**config.mk**
```make
export PLATFORM = sky130hd
export DESIGN_NAME = enemy_shot_sched
export DESIGN_NICKNAME = d
export VERILOG_FILES = /design/src/rtl/enemy_shot_sched_pkg.sv /design/src/rtl/enemy_shot_sched_rr_arbiter.sv /design/src/rtl/enemy_shot_sched.sv
export SDC_FILE = /design/constraint.sdc
export NUM_CORES = 1
export LEC_CHECK = 0
export CAP_MARGIN = 5
export CORE_MARGIN = 2
export CORE_UTILIZATION = 54
export CTS_CLUSTER_DIAMETER = 200
export CTS_CLUSTER_SIZE = 10
export DETAILED_ROUTE_END_ITERATION = 12
export MAX_ROUTING_LAYER = met4
export PLACE_DENSITY = 0.95
export SYNTH_ARGS = -nofsm -noshare
export SYNTH_HDL_FRONTEND = slang
export SYNTH_SLANG_ARGS = --single-unit
```
**constraint.sdc**
```tcl
create_clock -name pclk -period 7.4 [get_ports pclk]
set_clock_uncertainty 0.05 [all_clocks]
set_input_delay 1.11 -clock pclk [delete_from_list [all_inputs] [get_ports pclk]]
set_output_delay 1.11 -clock pclk [all_outputs]
set_load 0.02 [all_outputs]
```
**src/rtl/enemy_shot_sched_pkg.sv**
```systemverilog
// Shared constants for the enemy shot scheduler:
// coordinate width, default tuning values and FSM state codes.
package enemy_shot_sched_pkg;

  localparam int CW = 12;

  localparam int TICK_LIM_D  = 1000000;
  localparam int STEP_PX_D   = 4;
  localparam int Y_MAX_D     = 600;
  localparam int MUZZLE_DY_D = 20;
  localparam int COOLDOWN_D  = 50;

  localparam logic [1:0] S_IDLE  = 2'd0;
  localparam logic [1:0] S_GRANT = 2'd1;
  localparam logic [1:0] S_HOLD  = 2'd2;

  typedef logic [CW-1:0] coord_t;

endpackage

```
**src/rtl/enemy_shot_sched_rr_arbiter.sv**
```systemverilog
// N-input round-robin arbiter: one-hot grant, first requester
// at or after the pointer; pointer moves past the winner on upd.
module rr_arbiter #(
  parameter int N  = 3,
  parameter int IW = (N > 1) ? $clog2(N) : 1
) (
  input  logic          pclk,
  input  logic          rst,
  input  logic [N-1:0]  req,
  input  logic          upd,
  output logic [N-1:0]  gnt,
  output logic [IW-1:0] gnt_idx,
  output logic          any
);

  logic [IW-1:0] ptr;

  always_comb begin
    int idx;
    gnt     = '0;
    gnt_idx = '0;
    any     = 1'b0;
    idx     = 0;
    for (int k = 0; k < N; k++) begin
      idx = int'(ptr) + k;
      if (idx >= N) idx -= N;
      if (!any && req[idx]) begin
        any         = 1'b1;
        gnt[idx]    = 1'b1;
        gnt_idx     = IW'(idx);
      end
    end
  end

  always_ff @(posedge pclk or negedge rst) begin
    if (!rst) begin
      ptr <= '0;
    end else if (upd && any) begin
      ptr <= (gnt_idx == IW'(N-1)) ? '0 : gnt_idx + 1'b1;
    end
  end

endmodule

```
**src/rtl/enemy_shot_sched.sv**
```systemverilog
// Enemy fire scheduler: round-robin grant of shot requests into a
// pool of bullet slots, stepped downward on a divided tick.
module enemy_shot_sched
  import enemy_shot_sched_pkg::*;
#(
  parameter int N_EN      = 3,
  parameter int N_SLOT    = 2,
  parameter int TICK_LIM  = TICK_LIM_D,
  parameter int STEP_PX   = STEP_PX_D,
  parameter int Y_MAX     = Y_MAX_D,
  parameter int MUZZLE_DY = MUZZLE_DY_D,
  parameter int COOLDOWN  = COOLDOWN_D
) (
  input  logic                 pclk,
  input  logic                 rst,
  input  logic                 en,
  input  logic [N_EN-1:0]      req,
  input  logic [CW*N_EN-1:0]   xpos_in,
  input  logic [CW*N_EN-1:0]   ypos_in,
  input  logic [N_SLOT-1:0]    hit,
  output logic [N_EN-1:0]      ack,
  output logic [N_SLOT-1:0]    blt_vld,
  output logic [CW*N_SLOT-1:0] blt_x,
  output logic [CW*N_SLOT-1:0] blt_y
);

  localparam int TW = $clog2(TICK_LIM);
  localparam int DW = $clog2(COOLDOWN + 2);
  localparam int SW = (N_SLOT > 1) ? $clog2(N_SLOT) : 1;
  localparam int IW = (N_EN > 1) ? $clog2(N_EN) : 1;

  logic [TW-1:0]     cnt;
  logic              tick;
  logic [1:0]        state;
  logic [DW-1:0]     cd;
  logic [N_EN-1:0]   gnt;
  logic [IW-1:0]     widx;
  logic              any;
  logic              load;
  logic              free_any;
  logic [SW-1:0]     fidx;
  coord_t            wx;
  coord_t            wy;
  logic [N_SLOT-1:0] vld;
  coord_t            sx [N_SLOT];
  coord_t            sy [N_SLOT];
  coord_t            ny [N_SLOT];

  assign tick = en && (cnt == TW'(TICK_LIM-1));

  always_ff @(posedge pclk or negedge rst) begin
    if (!rst) begin
      cnt <= '0;
    end else if (en) begin
      cnt <= tick ? '0 : cnt + 1'b1;
    end
  end

  rr_arbiter #(.N(N_EN), .IW(IW)) u_arb (
    .pclk    (pclk),
    .rst     (rst),
    .req     (req),
    .upd     (load),
    .gnt     (gnt),
    .gnt_idx (widx),
    .any     (any)
  );

  always_comb begin
    free_any = 1'b0;
    fidx     = '0;
    for (int j = N_SLOT-1; j >= 0; j--) begin
      if (!vld[j]) begin
        free_any = 1'b1;
        fidx     = SW'(j);
      end
    end
  end

  assign load = (state == S_GRANT) && en && any && free_any;
  assign wx   = xpos_in[int'(widx)*CW +: CW];
  assign wy   = ypos_in[int'(widx)*CW +: CW] + coord_t'(MUZZLE_DY);

  always_ff @(posedge pclk or negedge rst) begin
    if (!rst) begin
      state <= S_IDLE;
      cd    <= '0;
      ack   <= '0;
    end else begin
      ack <= '0;
      unique case (1'b1)
        (state == S_IDLE): begin
          if (en && |req && free_any && cd == '0)
            state <= S_GRANT;
        end
        (state == S_GRANT): begin
          if (load) begin
            ack   <= gnt;
            cd    <= DW'(COOLDOWN);
            state <= S_HOLD;
          end else begin
            state <= S_IDLE;
          end
        end
        (state == S_HOLD): begin
          if (cd == '0) state <= S_IDLE;
          else if (tick) cd <= cd - 1'b1;
        end
        default: state <= S_IDLE;
      endcase
    end
  end

  always_comb begin
    for (int j = 0; j < N_SLOT; j++)
      ny[j] = sy[j] + coord_t'(STEP_PX);
  end

  // Load beats hit beats step; a freed slot keeps its last x/y.
  always_ff @(posedge pclk or negedge rst) begin
    if (!rst) begin
      vld <= '0;
      for (int j = 0; j < N_SLOT; j++) begin
        sx[j] <= '0;
        sy[j] <= '0;
      end
    end else begin
      for (int j = 0; j < N_SLOT; j++) begin
        if (load && fidx == SW'(j)) begin
          vld[j] <= 1'b1;
          sx[j]  <= wx;
          sy[j]  <= wy;
        end else if (vld[j] && hit[j]) begin
          vld[j] <= 1'b0;
        end else if (vld[j] && tick) begin
          sy[j] <= ny[j];
          if (ny[j] >= coord_t'(Y_MAX)) vld[j] <= 1'b0;
        end
      end
    end
  end

  always_comb begin
    blt_x = '0;
    blt_y = '0;
    for (int j = 0; j < N_SLOT; j++) begin
      blt_x[j*CW +: CW] = sx[j];
      blt_y[j*CW +: CW] = sy[j];
    end
  end

  assign blt_vld = vld;

endmodule

```
## After elaboration in Yosys (flattened, before gate mapping)

Cells that the tools add are included.

| cells by class | value |
|---|---|
| add/sub/neg operators | 11 |
| multipliers | 1 |
| div/mod/pow operators | 0 |
| $lt $le $gt $ge | 11 |
| equality and inequality tests | 11 |
| shift operators | 2 |
| multiplexer cells | 56 |
| bitwise operators | 3 |
| reductions and logical operators | 37 |

Operators by type and width:

| operator | number |
|---|---|
| $ge 32x1->1 const B | 3 |
| $lt 32x4->1 const B | 3 |
| $mux 32 | 3 |
| $mux 12 | 6 |
| $ge 32x3->1 const B | 2 |
| $sub 32x3->32 const B | 2 |
| $shiftx 36x32->12 | 1 |
| $shiftx 36x7->12 | 1 |
| $add 12x3->12 const B | 2 |
| $ge 12x10->1 const B | 2 |
| $mux 1 | 23 |
| $add 20x1->20 const B | 1 |
| $eq 20x20->1 const B | 1 |
| $mux 20 | 1 |
| $logic_and 1x1->1 | 19 |
| $mux 6 | 3 |
| $mux 3 | 5 |
| $mux 2 | 7 |
| $add 12x5->12 const B | 1 |
| $ne 2x2->1 const B | 6 |
| $pmux 6 s2 | 1 |
| $reduce_bool 3->1 | 4 |
| $reduce_and 2->1 | 5 |
| $bmux 1 s2 | 3 |
| 20 further kinds | 27 |

| storage, ports and cells | value |
|---|---|
| bits in registers | 83 |
| bits in latches | 0 |
| bits in writable memories | 0 |
| ROM bits | 0 |
| output and inout bits | 53 |
| word-level logic and storage cells | 143 |
| memories | 0 |

## Longest topological paths before layout

Gate-level depths: netlist (run 1).

| logic depth | value |
|---|---|
| depth in word-level cells | 17 |
| mapped depth | 15 |

## Modules after synthesis

A second synthesis (run 1) with hierarchy kept.

| unflattened totals | value |
|---|---|
| cells, all modules | 561 |
| area, all modules | 5086.1 um^2 |

Modules (own cells, without submodules):

| module | instances | cells an instance | area an instance (um^2) | sequential area each (um^2) |
|---|---|---|---|---|
| enemy_shot_sched | 1 | 505 | 4619.4 | 2026.9 |
| rr_arbiter | 1 | 56 | 466.7 | 50.0 |

## Least setup slack after synthesis (run 1)

Ideal clock, no wire load.

| timing path | value |
|---|---|
| path type | input-to-reg |
| start point | in req[1] |
| end point | reg sy (netlist bit blt_y[8]) |
| setup time | 0.104 ns |
| arrival | 3.527 ns |
| path slack | 3.719 ns |
| cell stages on the path | 12 |
| cells stage by stage | and3b_2 > o21ba_1 > buf_6 > a21oi_2 > or2_2 > buf_2 > a221o_2 > ha_1 > o22ai_1 > nor2_1 > xnor2_1 > a221oi_1 |

| on the way | value |
|---|---|
| word-level cells in the longest chain between the ends | 15 |
| elaborated cells on any way between the ends | 29 |
| classes of those cells | add/sub: 1; mul: 1; eq/ne: 1; shift: 1; mux: 16; reduce/logical: 9 |

RTL lines:

| element | RTL line | text |
|---|---|---|
| from (decl) | enemy_shot_sched.sv:17 | `input logic [N_EN-1:0] req,` |
| parallel branches: the longest is 15 deep, another holds $mul 2x2->4 | -- |  |
| to (signal, indexed assignment) | enemy_shot_sched.sv:132 | `sy[j] <= wy;` |
| to (signal, indexed assignment) | enemy_shot_sched.sv:136 | `sy[j] <= ny[j];` |
| to (decl) | enemy_shot_sched.sv:46 | `coord_t sy [N_SLOT];` |

Several ways; the timed one is not identified. The select of a mux whose other input is x is not followed.
A chain may end at the register's enable or synchronous reset.

## Worst setup path after layout (run 1)

| timing path | value |
|---|---|
| start point | in req[2] |
| end point | reg sy (netlist bit blt_y[8]) |

Same word-level chain as after synthesis.

==> flow_summary.json, run 1 <==
{
  "status": "finished, final reports clean",
  "antenna_found_initial": 0,
  "synthCells": 580,
  "syn_area_um2": 5170,
  "cts_max_path_buffers": 2,
  "hold_viol": 0,
  "nets": 793,
  "post-route-drc-count": 0,
  "cp-end-kind": "flop",
  "finalCritPeriodShare_pct": 62.1,
  "drt_iter0_drc": 194,
  "cp-endpoint": "blt_y[8]",
  "grt_pass1_wl_um": 23200,
  "synth-main-ff-cell": "dfrtp_1",
  "grt_usage_pct": 29.5,
  "synth_edf_count": 0,
  "htreeDepth": 3,
  "fin_setup_tns_ps": 0,
  "clock-sinks": 83,
  "hp-class": "reg2reg",
  "async_flop_share_pct": 100,
  "cts_hold_buf": 0,
  "cts_tree": "built",
  "gp_congestion": 0.947,
  "routed_wl_um": 14500,
  "seq_area_frac_synth_pct": 40.2,
  "dp_hpwl_um": 10900,
  "core_um2": 9280,
  "clkSlewWorstSetupHoldPaths_ps": 90,
  "dieWidth_um": 102,
  "rows": 35,
  "port_buffers": 132,
  "routedWlPerCell_um": 17.3,
  "timing.rr.start": "u_arb.ptr[0]",
  "crit_required_ps": 7590,
  "final-setup-viol-count": 0,
  "final_cell_mix": "clkdlybuf4s50_1 (131), nand2_1 (112), dfrtp_1 (83)",
  "hold_ws_ps": 440,
  "cp-startpoint": "req[2]",
  "power-per-cell-area_nw_per_um2": 143,
  "synth.net_count": 672,
  "r2r_cells": 9,
  "die_h_um": 102,
  "path_max_fanout": 29,
  "drv_cap": 0,
  "insertedDiodeCount": 0,
  "fin_util_pct": 72.6,
  "leakage_nw": 2.92,
  "slew_violations": 0,
  "post-cts-setup-buffer-count": 0,
  "globalRouteOverflowTotal": 0,
  "final.min_clock_period_ps": 4600,
  "boundaryPins": 133,
  "dieArea_um2": 10400,
  "worstMarginPinSlew_ps": 1130,
  "finalPower_uw": 962,
  "post_cts_resized": 0,
  "synthesis.yosys.warnings": 0,
  "ys_ff_latch": 83,
  "critPathLaunchType": "input port",
  "drive_above_1_share_pct": 8.64,
  "final_common_cell": "clkdlybuf4s50_1",
  "vdd_drop_max_v": 0.0000940,
  "cts_root_buf": "clkbuf_8",
  "rsz0062_at_grt": "false",
  "max_freq_ghz": 0.217,
  "synth_cell_type_count": 70,
  "start_util_pct": 55.7,
  "first_pass_iters": 5,
  "clk_latency_ps": 350,
  "crit_type": "in2reg",
  "rr_endpoint": "blt_y[8]",
  "max-slew-margin-rel_pct": 24.8,
  "r2r_slack_ps": 3210,
  "avgViaCountPerCell": 5.85,
  "syn2layout_area_growth_pct": 30.4,
  "crit_arrival_ps": 4780,
  "vias": 4881,
  "final_antenna_net_count": 0,
  "grt_max_degree": 84,
  "numCtsBuffers": 9,
  "first_global_vias": 4780,
  "syn_area_per_cell_um2": 8.92
}
[worst max-delay path, cell delays in order]
cell	delay, ps
clkdlybuf4s50_1	530
nand3b_1	440
o21ai_1	360
o311ai_2	680
a21o_1	760
a22o_1	440
nor2_1	120
a221oi_1	330
[per-layer routing]
| layer | wire [um] | vias to the layer above | global-route usage (%) |
|---|---|---|---|
| li1 | - | 2297 | - |
| met1 | 5940 | 2372 | 36.9 |
| met2 | 7260 | 182 | 48.1 |
| met3 | 915 | 30 | 5.27 |
| met4 | 348 | 0 | 10.8 |
| met5 | 0 | - | - |
[synth_stat cells (2+ instances only)]
cell / number / share of area, %
nand2_1: 112 / 8.1
dfrtp_1: 83 / 40
o21ai_0: 40 / 3.9
nor2_1: 36 / 2.6
a21oi_1: 28 / 2.7
nand3_1: 27 / 2.6
xnor2_1: 25 / 4.2
mux2i_1: 20 / 3.9
clkbuf_1: 16 / 1.2
mux2_2: 16 / 3.5
xor2_1: 14 / 2.4
and3_1: 12 / 1.5
ha_1: 12 / 2.9
inv_1: 12 / 0.87
nor3_1: 10 / 0.97
o21ai_1: 8 / 0.77
nand4_1: 7 / 0.85
nand3b_1: 5 / 0.73
nor4_1: 5 / 0.60
o221ai_1: 5 / 0.85
a221o_2: 4 / 0.87
buf_2: 4 / 0.39
nand2b_1: 4 / 0.48
o22a_1: 4 / 0.68
a211oi_1: 3 / 0.44
a21o_1: 3 / 0.44
and2_1: 3 / 0.36
nor2b_1: 3 / 0.36
nor3b_1: 3 / 0.44
a21oi_2: 2 / 0.34
a221oi_1: 2 / 0.34
a22oi_1: 2 / 0.29
a31oi_1: 2 / 0.24
a31oi_2: 2 / 0.48
and4_1: 2 / 0.34
buf_1: 2 / 0.15
buf_6: 2 / 0.44
nor4b_1: 2 / 0.34
o211ai_1: 2 / 0.29
o21a_1: 2 / 0.29
o22ai_1: 2 / 0.24
o311a_1: 2 / 0.39
or2_2: 2 / 0.24
or3_1: 2 / 0.24
[worst min-delay path by stage]
stage	startpoint	cells past startpoint	end	slack, ps
floorplan	cnt[4]	1	cnt[4]	400
global placement	blt_x[8]	2	blt_x[8]	410
detailed placement	blt_x[3]	2	blt_x[3]	420
CTS	blt_x[2]	2	blt_x[2]	440
global route	blt_x[2]	2	blt_x[2]	460
finish	blt_x[2]	2	blt_x[2]	440
[per-stage QoR]
step	std cells	area (um2)	setup WS (ps)
5_1_grt	835	6740	2430
4_1_cts	834	6730	2850
2_1_floorplan	580	5170	3720
3_5_place_dp	818	6560	2510
3_3_place_gp	818	6560	2660
6_report	835	6740	2800
[sequential cells by signal, summed over array words and instances (netlist names)]
name / cells
ack: 3
u_arb.ptr: 2
cd: 6
state: 2
blt_vld: 2
blt_x: 24
cnt: 20
blt_y: 24
[kinds of logic (layout without fill, tap and decap cells)]
logic type	count (synthesis)	count (layout)	synth area share, %
simple gates	243	243	22.4
compound gates	129	129	17.2
flops	83	83	40.2
xor+xnor	39	39	6.61
mux	37	37	7.57
buf+inv	37	163	3.15
fa+ha+maj	12	12	2.90
[power by group]
group	internal (mW)	switching (mW)	leakage, nW
sequential	0.471	0.0191	1.13
combinational	0.0846	0.0863	1.70
clock	0.124	0.177	0.0902
[cell type report]
cell class              count  area, um2
clock inverters             7       48.8
repair buffers            135       1350
multi-input cells         460       2940
clock buffers               9        124
flip-flops and latches     83       2080
well taps                 129        161
fillers                   675       2540
inverters                  12       45.0
(Power assumes the default switching activity.)
==> inputs of run 2 (changes only) <==
- CORE_UTILIZATION: 54 -> 50
- PLACE_DENSITY: 0.95 -> 0.91
- clock period: 7.4 -> 4.5 ns (I/O delays scaled with it)
==> run 2 against run 1 <==
  * Clock-buffer cell count unchanged
  * Critical endpoint unchanged
  * Routed wire length increased by 2.7%
  * Largest power group unchanged
  * Sequential power increased by 65%
  * Clock power increased by 95%
  * Critical path depth increased by 4
==> flow_summary.json, run 2 (synthesis results as in run 1) <==
{
  "crit_type": "reg2reg",
  "rows": 37,
  "antenna_found_initial": 0,
  "slowest_stage": "o21ba_1",
  "nets": 798,
  "final_antenna_net_count": 0,
  "globalRouteOverflowTotal": 0,
  "cts_hold_buf": 0,
  "post_cts_resized": 0,
  "finalCritPeriodShare_pct": 85.9,
  "clk_latency_ps": 370,
  "die_h_um": 106,
  "critPathLaunchType": "flop",
  "status": "finished, final reports clean",
  "htreeDepth": 3,
  "numCtsBuffers": 9,
  "vias": 5008,
  "dieWidth_um": 106,
  "worstMarginPinSlew_ps": 1030,
  "cp-end-kind": "flop",
  "max-slew-margin-rel_pct": 31.0,
  "crit_chain": "inv_1, ha_1, and3b_2, o21ba_1, a21oi_2, or2_2, a221o_2, ha_1, o22ai_1, nor2_1, xnor2_1, a221oi_1",
  "final.min_clock_period_ps": 3870,
  "gp_congestion": 0.994,
  "routed_wl_um": 14900,
  "multi_input_area_um2": 2940,
  "crit_arrival_ps": 4090,
  "cts_max_path_buffers": 2,
  "insertedDiodeCount": 0,
  "cts_tree": "built",
  "post-route-drc-count": 0,
  "core_um2": 10200,
  "port_buffers": 132,
  "slew_violations": 0,
  "finalPower_mw": 1.68,
  "slowest_delay_ps": 470,
  "grt_max_degree": 84,
  "cts_root_buf": "clkbuf_8",
  "seqCellArea_um2": 2080,
  "first_global_vias": 5060,
  "final_common_cell": "clkdlybuf4s50_1",
  "clkSlewWorstSetupHoldPaths_ps": 100,
  "final_cell_mix": "clkdlybuf4s50_1 (131), nand2_1 (112), dfrtp_1 (83)",
  "dieArea_um2": 11200,
  "boundaryPins": 133,
  "clock-sinks": 83,
  "hold_viol": 0,
  "dp_hpwl_um": 11100,
  "syn2layout_area_growth_pct": 32.0,
  "leakage_nw": 2.96,
  "layoutNonFillerInstCount": 847,
  "vdd_drop_max_v": 0.000192,
  "dp.cells": 831,
  "start_util_pct": 50.8,
  "drv_cap": 0,
  "max_freq_ghz": 0.259,
  "crit_required_ps": 4720,
  "power-per-cell-area_nw_per_um2": 246,
  "first_pass_iters": 8,
  "post-cts-setup-buffer-count": 0,
  "cp_common_cell": "ha_1",
  "rsz0062_at_grt": "false",
  "nFillCells": 779,
  "grt_pass1_wl_um": 24600,
  "final-setup-viol-count": 0,
  "fin_setup_tns_ps": 0,
  "drive_above_1_share_pct": 9.28,
  "hp-class": "in2async",
  "drt_iter0_drc": 303,
  "routedWlPerCell_um": 17.5,
  "path_max_fanout": 9,
  "avgViaCountPerCell": 5.91,
  "fin_util_pct": 67.0,
  "grt_usage_pct": 28.6
}
[run 2: layout make-up]
type | count | area share (%)
clock inverters | 7 | 1.36
repair buffers | 140 | 20.2
flip-flops and latches | 83 | 30.4
multi-input cells | 460 | 43.0
clock buffers | 9 | 1.81
inverters | 12 | 0.660
well taps | 136 | 2.49
[run 2: worst paths after layout]
check / startpoint / end / slack (ps) / cells past startpoint
max: u_arb.ptr[0] / blt_y[8] / 630 / 12
min: rst / ack[2] / 410 / 1
max reg2reg: u_arb.ptr[0] / blt_y[8] / 630 / 12
min reg2reg: cnt[4] / cnt[4] / 440 / 1
max in group asynchronous: rst / blt_y[20] / 3320 / 1
min in group pclk: cnt[4] / cnt[4] / 440 / 1
[run 2: worst max-delay path: cells and delay by family (launching register included)]
family                   cells  cell delay (ps)
XOR/XNOR                     1              160
AND/OR/NAND/NOR              3              820
AO/OA/AOI/OAI                5             1610
buffers and inverters        1               80
flip-flops                   1              400
adder cells (fa/ha/maj)      2              650
[run 2: layer usage]
metal,wire length [um],vias up,GRT usage (%),share of wire [%]
met4,556,0,12.3,3.7
met1,5880,2388,33.8,40
li1,-,2323,-,-
met2,7250,247,46.7,49
met3,1170,50,6.86,7.9
met5,0,-,-,0
[run 2: through the flow]
stage / hold slack [ps] / setup WS (ps) / cell area (um2)
finish: 410 / 634 / 6830
global route: 443 / 397 / 6830
CTS: 438 / 674 / 6830
detailed placement: 418 / 455 / 6610
global placement: 408 / 567 / 6610
floorplan: 329 / 1070 / 5170
[run 2: power by group]
group | leakage, nW | switching [mW] | total, mW | internal [mW]
Clock | 0.109 | 0.316 | 0.588 | 0.272
Combinational | 1.72 | 0.141 | 0.282 | 0.140
Sequential | 1.13 | 0.0343 | 0.808 | 0.774
